--- src/rtl/sub_pkg.sv ---
`default_nettype none
// ============================================================================
// Module      : sub_pkg
// Description : Shared definitions for the block-pipelined subtractor:
//               default geometry, stage-count derivation, configuration
//               legality check and the status-flag bundle.
// Revision    : 1.0 - initial release
// ============================================================================
package sub_pkg;

    localparam int c_DEFAULT_DATA_WIDTH = 8;
    localparam int c_DEFAULT_BLOCK_SIZE = 2;

    // Status flags presented alongside the difference.
    typedef struct packed {
        logic bf;   // borrow out (unsigned A < B + Bin)
        logic of;   // signed overflow
        logic zf;   // difference is zero
        logic nf;   // difference sign bit
    } flags_t;

    // One pipeline stage resolves one BLOCK_SIZE-bit slice.
    function automatic int calc_stages(input int data_width, input int block_size);
        return data_width / block_size;
    endfunction

    // The operand must split into a whole number of slices.
    function automatic bit cfg_ok(input int data_width, input int block_size);
        return (block_size > 0) && (data_width >= block_size) &&
               ((data_width % block_size) == 0);
    endfunction

endpackage
`default_nettype wire

--- src/rtl/ripple_carry_adder.sv ---
`default_nettype none
// ============================================================================
// Module      : ripple_carry_adder
// Description : Combinational ripple-carry adder with group propagate and
//               group generate outputs for use in carry-lookahead trees.
// Revision    : 1.0 - initial release
// ============================================================================
module ripple_carry_adder #(
    parameter int DATA_WIDTH = 4
) (
    input  logic [DATA_WIDTH-1:0] A,
    input  logic [DATA_WIDTH-1:0] B,
    input  logic                  Cin,
    output logic [DATA_WIDTH-1:0] S,
    output logic                  Cout,
    output logic                  P,
    output logic                  G
);

    // Bit-serial carry chain; G is the chain result with a zero carry-in.
    always_comb begin : p_ripple
        logic w_c;
        logic w_g;
        S    = '0;
        Cout = 1'b0;
        P    = 1'b1;
        G    = 1'b0;
        w_c  = Cin;
        w_g  = 1'b0;
        for (int i = 0; i < DATA_WIDTH; i++) begin
            S[i] = A[i] ^ B[i] ^ w_c;
            w_c  = (A[i] & B[i]) | ((A[i] ^ B[i]) & w_c);
            w_g  = (A[i] & B[i]) | ((A[i] ^ B[i]) & w_g);
            P    = P & (A[i] ^ B[i]);
        end
        Cout = w_c;
        G    = w_g;
    end

endmodule
`default_nettype wire

--- src/rtl/pipelined_subtractor.sv ---
`default_nettype none
// ============================================================================
// Module      : pipelined_subtractor
// Description : Block-pipelined two's-complement subtractor D = A - B - Bin.
//               One BLOCK_SIZE slice is resolved per stage with the carry
//               registered between stages; valid/ready on both sides with
//               bubble-collapsing backpressure and registered status flags.
// Revision    : 1.0 - initial release
// ============================================================================
module pipelined_subtractor
    import sub_pkg::*;
#(
    parameter int DATA_WIDTH = c_DEFAULT_DATA_WIDTH,
    parameter int BLOCK_SIZE = c_DEFAULT_BLOCK_SIZE
) (
    input  logic                  clk,
    input  logic                  rst_n,
    input  logic                  in_valid,
    output logic                  in_ready,
    input  logic [DATA_WIDTH-1:0] A,
    input  logic [DATA_WIDTH-1:0] B,
    input  logic                  Bin,
    output logic                  out_valid,
    input  logic                  out_ready,
    output logic [DATA_WIDTH-1:0] D,
    output logic                  BF,
    output logic                  OF,
    output logic                  ZF,
    output logic                  NF
);

    localparam int c_STAGES = calc_stages(DATA_WIDTH, BLOCK_SIZE);
    localparam int c_MSB    = DATA_WIDTH - 1;

    if (!cfg_ok(DATA_WIDTH, BLOCK_SIZE)) begin : g_cfg_check
        $error("pipelined_subtractor: DATA_WIDTH (%0d) must be a positive multiple of BLOCK_SIZE (%0d)",
               DATA_WIDTH, BLOCK_SIZE);
    end

    // ------------------------------------------------------------------
    // Handshake state
    // ------------------------------------------------------------------
    logic [c_STAGES-1:0] r_v;        // stage k holds a live operation
    logic [c_STAGES:0]   w_vchain;   // {stage valids, in_valid}
    logic [c_STAGES-1:0] w_up_v;     // valid of the upstream neighbour
    logic [c_STAGES-1:0] w_ready;    // stage k can take new data
    logic [c_STAGES-1:0] w_load;     // stage k captures this edge

    // Final-stage registered result
    logic [DATA_WIDTH-1:0] r_d_out;
    flags_t                r_flags;

    // Stage 0 is fed by the input port; stage k by stage k-1.
    assign w_vchain  = {r_v, in_valid};
    assign w_up_v    = w_vchain[c_STAGES-1:0];
    assign out_valid = w_vchain[c_STAGES];
    assign in_ready  = w_ready[0];

    // Ready chain ready[k] = ~v[k] | ready[k+1] flattened: a stage is ready
    // unless it and every stage downstream of it are full while the consumer
    // stalls. The flat form avoids a bit-to-bit loop within one vector.
    always_comb begin : p_ready
        logic w_full;
        w_ready = '0;
        w_load  = '0;
        w_full  = 1'b1;
        for (int k = 0; k < c_STAGES; k++) begin
            w_full = 1'b1;
            for (int j = k; j < c_STAGES; j++) begin
                w_full = w_full & r_v[j];
            end
            w_ready[k] = out_ready | ~w_full;
        end
        w_load = w_up_v & w_ready;
    end

    // Valid bits advance whenever a stage is ready; an empty upstream
    // neighbour leaves a bubble that the next ready stage will swallow.
    always_ff @(posedge clk or negedge rst_n) begin
        if (!rst_n) begin
            r_v <= '0;
        end else begin
            for (int k = 0; k < c_STAGES; k++) begin
                if (w_ready[k]) begin
                    r_v[k] <= w_up_v[k];
                end
            end
        end
    end

    // ------------------------------------------------------------------
    // Datapath stages
    // ------------------------------------------------------------------
    for (genvar k = 0; k < c_STAGES; k++) begin : g_stage
        // Unresolved operand bits entering this stage and result bits known
        // after it.
        localparam int c_IN_W = DATA_WIDTH - k * BLOCK_SIZE;
        localparam int c_D_W  = (k + 1) * BLOCK_SIZE;

        logic [c_IN_W-1:0]     w_a_in;
        logic [c_IN_W-1:0]     w_nb_in;
        logic                  w_cin;
        logic                  w_amsb;
        logic                  w_bmsb;
        logic [BLOCK_SIZE-1:0] w_sum;
        logic                  w_cout;
        logic                  w_p_unused;
        logic                  w_g_unused;
        logic [c_D_W-1:0]      w_d;

        if (k == 0) begin : g_head
            // A - B - Bin is evaluated as A + ~B + ~Bin.
            assign w_a_in  = A;
            assign w_nb_in = ~B;
            assign w_cin   = ~Bin;
            assign w_amsb  = A[c_MSB];
            assign w_bmsb  = B[c_MSB];
            assign w_d     = w_sum;
        end else begin : g_body
            assign w_a_in  = g_stage[k-1].g_skew.r_a_rem;
            assign w_nb_in = g_stage[k-1].g_skew.r_nb_rem;
            assign w_cin   = g_stage[k-1].g_skew.r_c;
            assign w_amsb  = g_stage[k-1].g_skew.r_amsb;
            assign w_bmsb  = g_stage[k-1].g_skew.r_bmsb;
            assign w_d     = {w_sum, g_stage[k-1].g_skew.r_d};
        end

        ripple_carry_adder #(
            .DATA_WIDTH (BLOCK_SIZE)
        ) u_rca (
            .A    (w_a_in[BLOCK_SIZE-1:0]),
            .B    (w_nb_in[BLOCK_SIZE-1:0]),
            .Cin  (w_cin),
            .S    (w_sum),
            .Cout (w_cout),
            .P    (w_p_unused),
            .G    (w_g_unused)
        );

        if (k < c_STAGES - 1) begin : g_skew
            logic [c_IN_W-BLOCK_SIZE-1:0] r_a_rem;
            logic [c_IN_W-BLOCK_SIZE-1:0] r_nb_rem;
            logic [c_D_W-1:0]             r_d;
            logic                         r_c;
            logic                         r_amsb;
            logic                         r_bmsb;

            // Skew register: pass on the untouched upper slices, the result
            // bits resolved so far, the slice carry and the operand signs.
            always_ff @(posedge clk or negedge rst_n) begin
                if (!rst_n) begin
                    r_a_rem  <= '0;
                    r_nb_rem <= '0;
                    r_d      <= '0;
                    r_c      <= 1'b0;
                    r_amsb   <= 1'b0;
                    r_bmsb   <= 1'b0;
                end else if (w_load[k]) begin
                    r_a_rem  <= w_a_in[c_IN_W-1:BLOCK_SIZE];
                    r_nb_rem <= w_nb_in[c_IN_W-1:BLOCK_SIZE];
                    r_d      <= w_d;
                    r_c      <= w_cout;
                    r_amsb   <= w_amsb;
                    r_bmsb   <= w_bmsb;
                end
            end
        end else begin : g_tail
            flags_t w_flags;

            // Flags from the completed difference; borrow is the inverted
            // final carry because the subtraction runs as an addition.
            always_comb begin
                w_flags    = '0;
                w_flags.bf = ~w_cout;
                w_flags.of = (w_amsb ^ w_bmsb) & (w_d[c_MSB] ^ w_amsb);
                w_flags.zf = ~|w_d;
                w_flags.nf = w_d[c_MSB];
            end

            // Output register; holds while the consumer stalls.
            always_ff @(posedge clk or negedge rst_n) begin
                if (!rst_n) begin
                    r_d_out <= '0;
                    r_flags <= '0;
                end else if (w_load[k]) begin
                    r_d_out <= w_d;
                    r_flags <= w_flags;
                end
            end
        end
    end

    assign D  = r_d_out;
    assign BF = r_flags.bf;
    assign OF = r_flags.of;
    assign ZF = r_flags.zf;
    assign NF = r_flags.nf;

endmodule
`default_nettype wire

--- config.mk ---
export PLATFORM = sky130hd
export DESIGN_NAME = pipelined_subtractor
export DESIGN_NICKNAME = d
export VERILOG_FILES = /design/src/rtl/sub_pkg.sv /design/src/rtl/ripple_carry_adder.sv /design/src/rtl/pipelined_subtractor.sv
export SDC_FILE = /design/constraint.sdc
export NUM_CORES = 1
export LEC_CHECK = 0
export ABC_AREA = 0
export ABC_CLOCK_PERIOD_IN_PS = 5000
export CORE_MARGIN = 8
export CORE_UTILIZATION = 55
export CTS_CLUSTER_DIAMETER = 150
export DETAILED_ROUTE_END_ITERATION = 12
export PLACE_DENSITY_LB_ADDON = 0.05
export SYNTH_ARGS = -nofsm -noshare
export SYNTH_HDL_FRONTEND = slang
export SYNTH_HIERARCHICAL = 1
export SYNTH_SLANG_ARGS = --single-unit
--- constraint.sdc ---
create_clock -name clk -period 5 [get_ports clk]
set_input_delay 0.75 -clock clk [delete_from_list [all_inputs] [get_ports clk]]
set_output_delay 0.75 -clock clk [all_outputs]
set_load 0.01 [all_outputs]
==> results by group <==
Run status
  – Outcome: complete, no violations

Placed design
  – GPL Wtd Cong: 0.736
  – DP HPWL: 3.07 mm
  – Area post-placement: 2890 sq um
  – Inst Count DP: 271
  – Placement Setup Slack: 2070 ps
  – Port Buf Inserts: 34

Power
  – Reg power frac: 0.450
  – Post-layout total power: 1.55 mW
  – Sw Pwr: 0.454 mW
  – Clock group share of total power: 0.240
  – Leak: 1.48 nW
  – Comb power frac: 0.309
  – Total internal power: 1.09 mW
  – Net Sw Frac: 0.293
  – Pwr per Cell Area: 505 nW/um^2
  – VDD IR max: 0.000230 V

STA
  – Max Slew Vio Count: 0
  – Hold Slack: 490 ps
  – Final hold vios: 0
  – Setup WS post-layout: 2060 ps
  – Setup-failing EPs final: 0
  – Final period utilization: 0.589
  – Max-slew headroom: 0.541
  – Clk_skew: 3.07 ps
  – Measured slew at the worst slew-check pin: 688 ps
  – Final min period: 2940 ps
  – Setup TNS: 0 ps
  – Max Fclk: 0.340 GHz
  – RSZ-0062 raised after global routing: no

CTS
  – CTS tree: yes
  – Postcts setup bufs: 0
  – PostCTS Resize Cnt: 0
  – Clock sink count: 57
  – Clock root cell: clkbuf_8
  – Post-CTS Hold Fix Bufs: 0
  – Clock tree buffer depth: 2
  – TritonCTS buffer count: 9
  – H-tree lvl count: 3
  – Worst-skew pair later-pin latency: 320 ps
  – Worst-path clk slew: 60 ps

Worst setup path
  – CP Capture Type: output pin
  – Worst r2r path cells: 7
  – Crit path kind: in2out
  – Worst setup SP type: input port
  – Worst EP required: 4250 ps
  – Worst r2r src: g_stage[2].g_skew.r_a_rem[0]
  – Worst setup path endpoint: in_ready
  – Critical path origin: out_ready
  – Crit path DAT: 2190 ps
  – FF-to-FF setup slack: 2880 ps
  – Crit Path Max Fanout: 5
  – Reg-to-reg critical path endpoint: ZF

Run
  – Maximum capacitance violations: 0

Final layout
  – Layout Area Growth over Synthesis: 21.1%
  – Most common cell after layout, fill and taps aside: dfrtp_1
  – Final #Nets: 259
  – Most frequent cells in the layout: dfrtp_1, inv_1, mux2_2, clkdlybuf4s50_1, clkbuf_8
  – Antenna Cells: 0
  – Cell Count, Final, Fillers Out: 287
  – Number of fillers in the final layout: 309
  – Layout cells sized above 1: 0.255
  – Final Instance Area: 3070 sq um
  – Post-layout util: 0.699

Route
  – 1st-pass router iterations: 5
  – Drt wl/cell: 14.2 um
  – Drt drc: 0
  – Iteration-0 DRC Markers: 40
  – Via count: 1,425
  – Post-route ant nets: 0
  – Final wirelength: 4.08 mm
  – Post-DR vias/cell: 4.97

Global route
  – All-layer global routing usage: 0.124
  – GR Overflow Total: 0
  – Vias in the first global route: 1,512
  – Largest net degree at the start of global routing: 58
  – First-pass GRT wire length: 6.95 mm
  – Initial antenna violation count: 0

Synthesis
  – Synthesized instance count: 189
  – Ys Warns: 6
  – Synthesized area: 2530 sq um
  – Syn Nets: 218
  – Post-Syn Area per Cell: 13.4 sq um

Floorplanning
  – Die Y: 83.8 um
  – Die area: 7030 sq um
  – Core Footprint: 4380 sq um
  – Row cnt: 24
  – IO Count: 35
  – Starting density of the core: 0.577
  – Die W: 83.8 um

Hold path
  – Hold crit path type: reg2reg
## critical path, cell delays in order
cell             delay (ps)
clkdlybuf4s50_1         510
and4b_1                 270
nand2_1                 120
clkdlybuf4s50_1         540
## power groups by stage
stage                     combinational, mW  sequential, mW  clock (mW)
final                                 0.479           0.697       0.372
after global routing                  0.536           0.717       0.404
after CTS                             0.493           0.700       0.385
after detailed placement              0.492           0.708           0
after global placement                0.471           0.698           0
after floorplan                       0.303           0.703           0
## state kept, by name, summed over array words and instances (netlist names)
register / flops
r_v: 4
ZF: 1
BF: 1
OF: 1
g_stage.g_skew.r_c: 3
g_stage.g_skew.r_d: 12
D: 8
g_stage.g_skew.r_nb_rem: 12
g_stage.g_skew.r_a_rem: 12
g_stage.g_skew.r_bmsb: 3
## cell type report
type / instances / area (sq um) / share of cell area
flip-flops and latches: 57 / 1430 / 0.465
repair buffers: 35 / 343 / 0.112
well taps: 52 / 65.1 / 0.0212
clock inverters: 3 / 15.0 / 0.00490
multi-input cells: 84 / 896 / 0.292
inverters: 43 / 161 / 0.0527
clock buffers: 13 / 159 / 0.0518
## worst min path at each step
stage	endpoint	cells past startpoint	from	slack (ps)
2_1_floorplan	BF	0	rst_n	450
3_3_place_gp	ZF	1	ZF	470
3_5_place_dp	ZF	1	ZF	480
4_1_cts	ZF	1	ZF	500
5_1_grt	ZF	1	ZF	500
6_report	ZF	1	ZF	490
## per-layer routing
metal  global-route usage  wire, um  part of all wire  vias to the layer above
met5                    0         0                 0                        -
met4               0.0754        76             0.019                        0
met3               0.0518       286             0.070                        7
met2                0.196      1980              0.48                       36
met1                0.135      1740              0.43                      700
li1                     -         -                 -                      682
Note: power is estimated with default switching activity, not from simulation.
